--- src/rtl/ram4_bank.sv ---
// Four-word register bank with a one-cycle registered read port and a
// multi-cycle clear sequence that zeroes one word per clock.
module ram4_bank #(
  parameter int unsigned WIDTH = 16
) (
  input  logic             clk,
  input  logic             rst_n,
  input  logic [WIDTH-1:0] in,
  input  logic [1:0]       address,
  input  logic             load,
  input  logic             rd,
  input  logic             clear,
  output logic [WIDTH-1:0] out,
  output logic             out_valid,
  output logic             busy
);

  localparam int unsigned NUM_WORDS = 4;

  typedef enum logic {
    IDLE  = 1'b0,
    CLEAR = 1'b1
  } state_t;

  state_t           state;
  logic [1:0]       clr_idx;
  logic [WIDTH-1:0] word [NUM_WORDS];
  logic [3:0]       load_en_c;

  // One-hot write enable; a clear request in the same cycle drops the write.
  always_comb begin
    load_en_c = '0;
    if (state == IDLE && load && !clear) begin
      load_en_c = 4'(4'b0001 << address);
    end
  end

  always_ff @(posedge clk or negedge rst_n) begin
    if (!rst_n) begin
      state     <= IDLE;
      clr_idx   <= '0;
      busy      <= 1'b0;
      out       <= '0;
      out_valid <= 1'b0;
      for (int i = 0; i < NUM_WORDS; i++) begin
        word[i] <= '0;
      end
    end else begin
      out_valid <= 1'b0;
      case (state)
        IDLE: begin
          // Read samples the pre-write word, giving read-before-write.
          if (rd) begin
            out       <= word[address];
            out_valid <= 1'b1;
          end
          if (clear) begin
            state   <= CLEAR;
            clr_idx <= '0;
            busy    <= 1'b1;
          end
          for (int i = 0; i < NUM_WORDS; i++) begin
            if (load_en_c[i]) begin
              word[i] <= in;
            end
          end
        end
        CLEAR: begin
          word[clr_idx] <= '0;
          clr_idx       <= clr_idx + 2'd1;
          if (clr_idx == 2'd3) begin
            state <= IDLE;
            busy  <= 1'b0;
          end
        end
        default: state <= IDLE;
      endcase
    end
  end

endmodule

--- config.mk ---
export PLATFORM = sky130hd
export DESIGN_NAME = ram4_bank
export DESIGN_NICKNAME = d
export VERILOG_FILES = /design/src/rtl/ram4_bank.sv
export SDC_FILE = /design/constraint.sdc
export NUM_CORES = 1
export LEC_CHECK = 0
export ABC_CLOCK_PERIOD_IN_PS = 3800
export CAP_MARGIN = 20
export CORE_UTILIZATION = 54
export DETAILED_ROUTE_END_ITERATION = 7
export PLACE_DENSITY_LB_ADDON = 0.3
export SYNTH_ARGS = -nofsm -noshare
export SYNTH_HDL_FRONTEND = slang
export SYNTH_SLANG_ARGS = --single-unit
export TNS_END_PERCENT = 5
--- constraint.sdc ---
create_clock -name clk -period 3.8 [get_ports clk]
set_clock_uncertainty 0.1 [all_clocks]
set_input_delay 0.76 -clock clk [delete_from_list [all_inputs] [get_ports clk]]
set_output_delay 0.76 -clock clk [all_outputs]
set_load 0.05 [all_outputs]
After elaboration in Yosys (flattened, before gate mapping)
Cells that the tools add are included.
Cells by class
  add/sub/neg operators: 1
  order comparisons: 3
  equal/unequal tests: 7
  shift operators: 1
  multiplexer cells: 21
  bitwise logic cells: 5
  reduce and logical (&&, ||, !) cells: 6
Operator list (number)
  $pmux W64 S2: 1
  $mux W16: 7
  $and A64 B64 Y64: 1
  $not A64 Y64: 1
  $bmux W16 S2: 1
  $demux W16 S2: 1
  $ne A2 B2 Y1 const B: 5
  $ge A3 B3 Y1 const B: 2
  $mux W1: 6
  $not A2 Y3: 2
  $mux W4: 1
  $pmux W1 S2: 2
  $pmux W2 S2: 1
  $reduce_and A2 Y1: 2
  $shl A1 B2 Y4 const A: 1
  $logic_and A1 B1 Y1: 3
  $lt A3 B1 Y1 const B: 1
  $add A2 B1 Y2 const B: 1
  $eq A2 B2 Y1 const B: 1
  $mux W2: 1
  $ne A2 B1 Y1 const B: 1
  $logic_not A1 Y1: 1
  $not A1 Y1: 1
Storage, ports and cells
  register bits: 85
  bits of input ports: 23
  output and inout port bits: 18
  logic and storage cells: 53

Longest topological paths before layout
  word-level depth: 8
  depth in mapped cells: 8
  mapped depth without buffers: 5

Worst setup path before layout
Ideal clock, no wire load.
  path kind: in2reg
  from: input port address[1]
  to: register word[32] in the netlist's numbering
  library setup time: 0.132 ns
  arrival: 1.696 ns
  required time: 3.568 ns
  slack: 1.872 ns
  stages on the path: 6
  path buffers: 3
  path through: buf_6 nor4bb_4 buf_6 buf_12 mux2i_1 o21ai_1
On the way
  longest elaborated chain between the ends: 3
Ends and longest elaborated chain
  start, declared: line 9  | input logic [1:0] address,
  $shl A1 B2 Y4: line 34  | load_en_c = 4'(4'b0001 << address);
  $mux W4: line 33  | if (state == IDLE && load && !clear) begin
  $ne A2 B2 Y1 (no source line)
  end signal, assigned by index: line 64  | word[i] <= in;
  end, declared: line 27  | logic [WIDTH-1:0] word [NUM_WORDS];
No other way between the ends.
A chain may end at the register's enable or synchronous reset.

Worst setup path after layout
  from: register out[9]
  to: output port out[9]
RTL lines
  start, declared: line 13  | output logic [WIDTH-1:0] out,
  start signal, assigned: line 54  | out <= word[address];
No word-level cell between the ends.

==> metrics.yaml <==
layout:
  layout-drive-gt1-share_pct: 9.339
  finalNetCount: 461
  layout_common_cells: "mux2i_1 (95), dfrtp_1 (84), nand2_1 (79)"
  num-fill-cells: 624
  multiInputGateArea_um2: 1934
  fin_cells: 541
  seqCellArea_um2: 2128
  antenna_cells: 0
  areaGrowthSynthToFinish_pct: 14.85
  final_common_cell: "mux2i_1"
  fin_area_um2: 4916
sta:
  hold_ws_ps: 351.8
  max_freq_mhz: 415.8
  setup_tns_ps: 0
  tightestPinTransition_ps: 926.3
  setup_viol: 0
  rsz0062_at_grt: "no"
  layout_min_cycle_time_ps: 2405
  finalCritPeriodShare_pct: 63.29
  hold_viol: 0
  worst_slew_margin_rel_pct: 38.12
  drv_slew: 0
synth:
  synthSimpleGateAreaFrac_pct: 9.705
  synth_seq_area_share_pct: 49.69
  synth_top_family_by_area: "multiplexers"
  syn_area_um2: 4280
  yosys_warnings: 0
  ys.flop_type: "dfrtp_1"
  synth_xor_area_share_pct: 0
  synth_edf_count: 0
  synth_nets: 425
  synthCells: 398
  synth-async-reset-ratio_pct: 100.0
  synth-seq-cells: 85
  synth_adder_area_share_pct: 1.169
  yosysUniqueCellTypes: 28
  avgSynthCellArea_um2: 10.75
  synth.mux.area_fraction_pct: 22.22
  synth_compound_area_share_pct: 11.55
detailed_routing:
  vias: 3137
  antenna_left: 0
  routedWlPerCell_um: 18.22
  drc: 0
  routed_wl_mm: 9.857
  vias_per_cell: 5.799
  dr.pass1.iters: 4
  first_iter_violations: 148
job:
  drv_cap: 0
grt:
  overflow: 0
  antenna_found_initial: 0
  grt_pass1_wl_mm: 16.66
  grt_pass1_vias: 3277
  grt_max_degree: 56
  track_usage_pct: 25.95
worst_setup_path:
  crit_family: "buffers and inverters"
  r2r_slack_ps: 1610
  critPathMaxFanout: 2
  path_buf_inv: 1
  worst_setup_path_end_kind: "output port"
  arrival_ps: 1550
  worst_setup_path_start_kind: "flop"
  crit_slowest_cell: "clkdlybuf4s50_1"
  timing.rr.end: "word[31]"
  crit_path_cell_trace: "clkdlybuf4s50_1"
  reg2reg_from: "state"
  r2r_cells: 4
  critPathMaxStageDelay_ps: 810
  required_ps: 2940
  crit_type: "reg2out"
cts:
  cts_tree: "done"
  root_buffer: "clkbuf_8"
  ctsHoldBuffers: 0
  cts_inserted_buffers: 9
  cts.repair.resized: 0
  cts.clk_slew.worst_paths_ps: 90
  clock-sinks: 85
  postCtsSetupRepairBufs: 0
  htree_levels: 3
  cts_max_path_buffers: 2
  worst_skew_pair.late_latency_ps: 350
floorplan:
  start_util_pct: 55.68
  die_w_um: 91.03
  ios: 41
  rows: 32
  core_region_area_um2: 7687
  die_y_um: 91.03
  die-area_um2: 8286
placement:
  placed_cell_area_um2: 4730
  dp_hpwl_mm: 6.503
  port_buffers: 40
  gp_congestion: 0.7379
  dp_cells: 525
outcome:
  outcome: "finished, final reports clean"
power_and_ir_drop:
  leakage_uw: 0.002173
  vdd_drop_max_uv: 469.0
  powerDensity_nw_per_um2: 726.7
  total_power_uw: 3572
worst_hold_path:
  hold_path.class: "in2async"
## cell usage after synthesis, types with 2 or more instances
library cell	n	share of area, %
mux2i_1	95	22
dfrtp_1	85	50
nand2_1	79	6.9
o21ai_1	40	4.7
o21ai_0	23	2.7
o221ai_1	16	3.3
buf_2	11	1.3
clkbuf_1	11	0.96
buf_6	4	1.1
ha_1	4	1.2
inv_1	4	0.35
nor2b_1	4	0.58
buf_12	3	1.4
buf_4	3	0.53
a22o_1	2	0.41
nand2b_1	2	0.29
## where the power goes
part,total [uW],internal (uW),switching (uW)
clock network,593,273,320
registers,1520,1230,291
logic,1450,517,937
## sequential cells by signal (all words and copies together) (netlist names)
signal	cells
word	64
busy	1
out_valid	1
out	16
clr_idx	2
state	1
## kinds of logic (layout without fill, tap and decap cells)
| family | count (synthesis) | in the layout |
|---|---|---|
| multiplexers | 95 | 95 |
| buffers and inverters | 37 | 78 |
| flip-flops | 85 | 85 |
| adder cells (fa/ha/maj) | 4 | 4 |
| AND/OR/NAND/NOR | 93 | 93 |
| AO/OA/AOI/OAI | 84 | 84 |
## worst register-to-register path, delay by kind of cell, from the launching register on
kind            cells  cell delay (ps)
simple gates        2              870
flops               1              750
buf+inv             1              310
compound gates      1               70
## metal layers
metal	share of wire (%)	global-route usage, %	routed length (um)	vias to the layer above
met5	0	0	0	-
met4	1.4	9.788	136	0
met3	6.0	3.183	592	12
met2	50	43.12	4884	89
met1	43	34.94	4244	1566
li1	-	-	-	1470
## stage by stage
| step | worst slack (ps) | utilization, % |
|---|---|---|
| after detailed placement | 1178 | 61.52 |
| after global routing | 1357 | 63.95 |
| after CTS | 1386 | 63.95 |
| final | 1395 | 63.95 |
| after floorplan | 1872 | - |
| after global placement | 1242 | 61.52 |
## layout make-up
class                           count  share of cell area, %
Clock buffer                       11                  3.080
Inverter                            5                 0.3818
Multi-Input combinational cell    276                  39.35
Clock inverter                      5                 0.7127
Tap cell                          102                  2.596
Sequential cell                    85                  43.29
Timing Repair Buffer               57                  10.59
## how the worst max path moves through the flow
stage | endpoint | start | cells after the start
finish | out[9] | out[9] | 1
global route | out[10] | out[10] | 1
CTS | out[15] | out[15] | 1
detailed placement | word[39] | clear | 5
global placement | word[39] | clear | 5
floorplan | word[32] | address[1] | 6
(Power assumes the default switching activity.)
==> RTL change: new RTL, same flow settings <==
Change the parameter `WIDTH` from 16 to 12.
--- a/src/rtl/ram4_bank.sv
+++ b/src/rtl/ram4_bank.sv
@@ -1,7 +1,7 @@
 // Four-word register bank with a one-cycle registered read port and a
 // multi-cycle clear sequence that zeroes one word per clock.
 module ram4_bank #(
-  parameter int unsigned WIDTH = 16
+  parameter int unsigned WIDTH = 12
 ) (
   input  logic             clk,
   input  logic             rst_n,
Ports: changed (resized in and out); port bits go from 41 to 33. The function was not compared with the original's and may differ.
==> RTL change against the original RTL <==
  * Non-clock buffer count down 20
  * Hold slack better by 46 ps
  * Design area down 23%
  * Worst setup slack worse by 280 ps
  * Routed wire length down 24%
  * Synthesized cell count down 24%
  * Synthesized area down 24%
  * Sequential power down 26%
  * Sequential cell count down 20
  * Die area down 24%
  * Largest power group is now combinational logic
  * Sequential share of layout area about the same
  * Power down 22%
  * Critical endpoint is now word[11]
  * Highest routed layer unchanged
  * Register-to-register slack worse by 420 ps
==> RTL change: results (changes against the original RTL) <==
metric	value	unit	change
Worst path top cell family by delay	simple AND/OR/NAND/NOR gates		
drt wl/cell	18.4	um	+1.2%
vias in the first global route	2426		-26%
vias per inst	5.86		+1.1%
min cycle time layout	2690	ps	+281 ps
number of DRC markers in iteration 0	214		+45%
Placed Area	0.00358	mm2	-24%
Fillers	435		-30%
WL met3	282	um	-52%
largest net degree at the start of global routing	57		+1.8%
first-pass GRT wire length	12300	um	-26%
top cells by count, synth	71 x mux2i_1, 65 x dfrtp_1, 60 x nand2_1		
port buffer count	32		-20%
dpl cells	391		-26%
Initial DRT Pass Iterations	5		+1
RR Endpoint	out[2]		
VDD IR max	0.420	mV	-10%
Largest regs	word: 48 flops, out: 12 flops, clr_idx: 2 flops		
Total Nets Final	353		-23%
outcome	complete, no violations		
Reg clk slew, reported paths	70	ps	-20 ps
Place WS	838	ps	-340 ps
Syn Inst Count	302		-24%
Post-Route WL	7510	um	-24%
R2R setup slack	1190	ps	-420 ps
Internal	0.00159	W	-21%
## RTL change: cell count changes in the layout (fill, tap and decap cells not counted), sizes merged
cell / change
and4bb: +2
nand2: -20
o221ai: -4
dfrtp: -20
nor4bb: -2
o21ai: -16
clkdlybuf4s50: -7
clkinvlp: +1
mux2i: -24
clkinv: -1
buf: -13
## RTL change: worst reg2reg max path: stages (launching register included)
cell and delay, ps:
dfrtp_1 330, buf_4 440, nand2b_1 660, inv_1 180, nand2_1 500, o221ai_1 250
## RTL change: cells by family after synthesis
kind of cell / after synthesis / share of synthesized area
AO/OA/AOI/OAI: 64 / 0.119
buffers and inverters: 25 / 0.0412
AND/OR/NAND/NOR: 73 / 0.105
flip-flops: 65 / 0.501
adder cells (fa/ha/maj): 4 / 0.0154
multiplexers: 71 / 0.219
## RTL change: power groups by stage
stage | logic, W | registers, W | clock network, W
global placement | 0.00109 | 0.00112 | 0
finish | 0.00113 | 0.00112 | 0.000533
CTS | 0.00114 | 0.00112 | 0.000541
floorplan | 0.000533 | 0.00134 | 0
global route | 0.00123 | 0.00116 | 0.000571
detailed placement | 0.00113 | 0.00113 | 0
## RTL change: cell type report
cell class                 instances  area [um2]  share of cell area
clock inverter                     5        30.0             0.00798
inverter                           5        18.8             0.00499
tap                               72        90.1              0.0240
clock buffer                      11         151              0.0403
timing repair buffer              37         357              0.0948
sequential                        65        1630               0.432
multi-input combinational        212        1490               0.396
## RTL change: worst min path at each step
stage	start	cells after the start	slack [ps]	end
CTS	out[4]	2	400	out[4]
floorplan	rst_n	0	360	busy
finish	out[5]	2	400	out[5]
global placement	out[8]	2	370	out[8]
detailed placement	out[5]	2	380	out[5]
global route	out[8]	2	430	out[8]
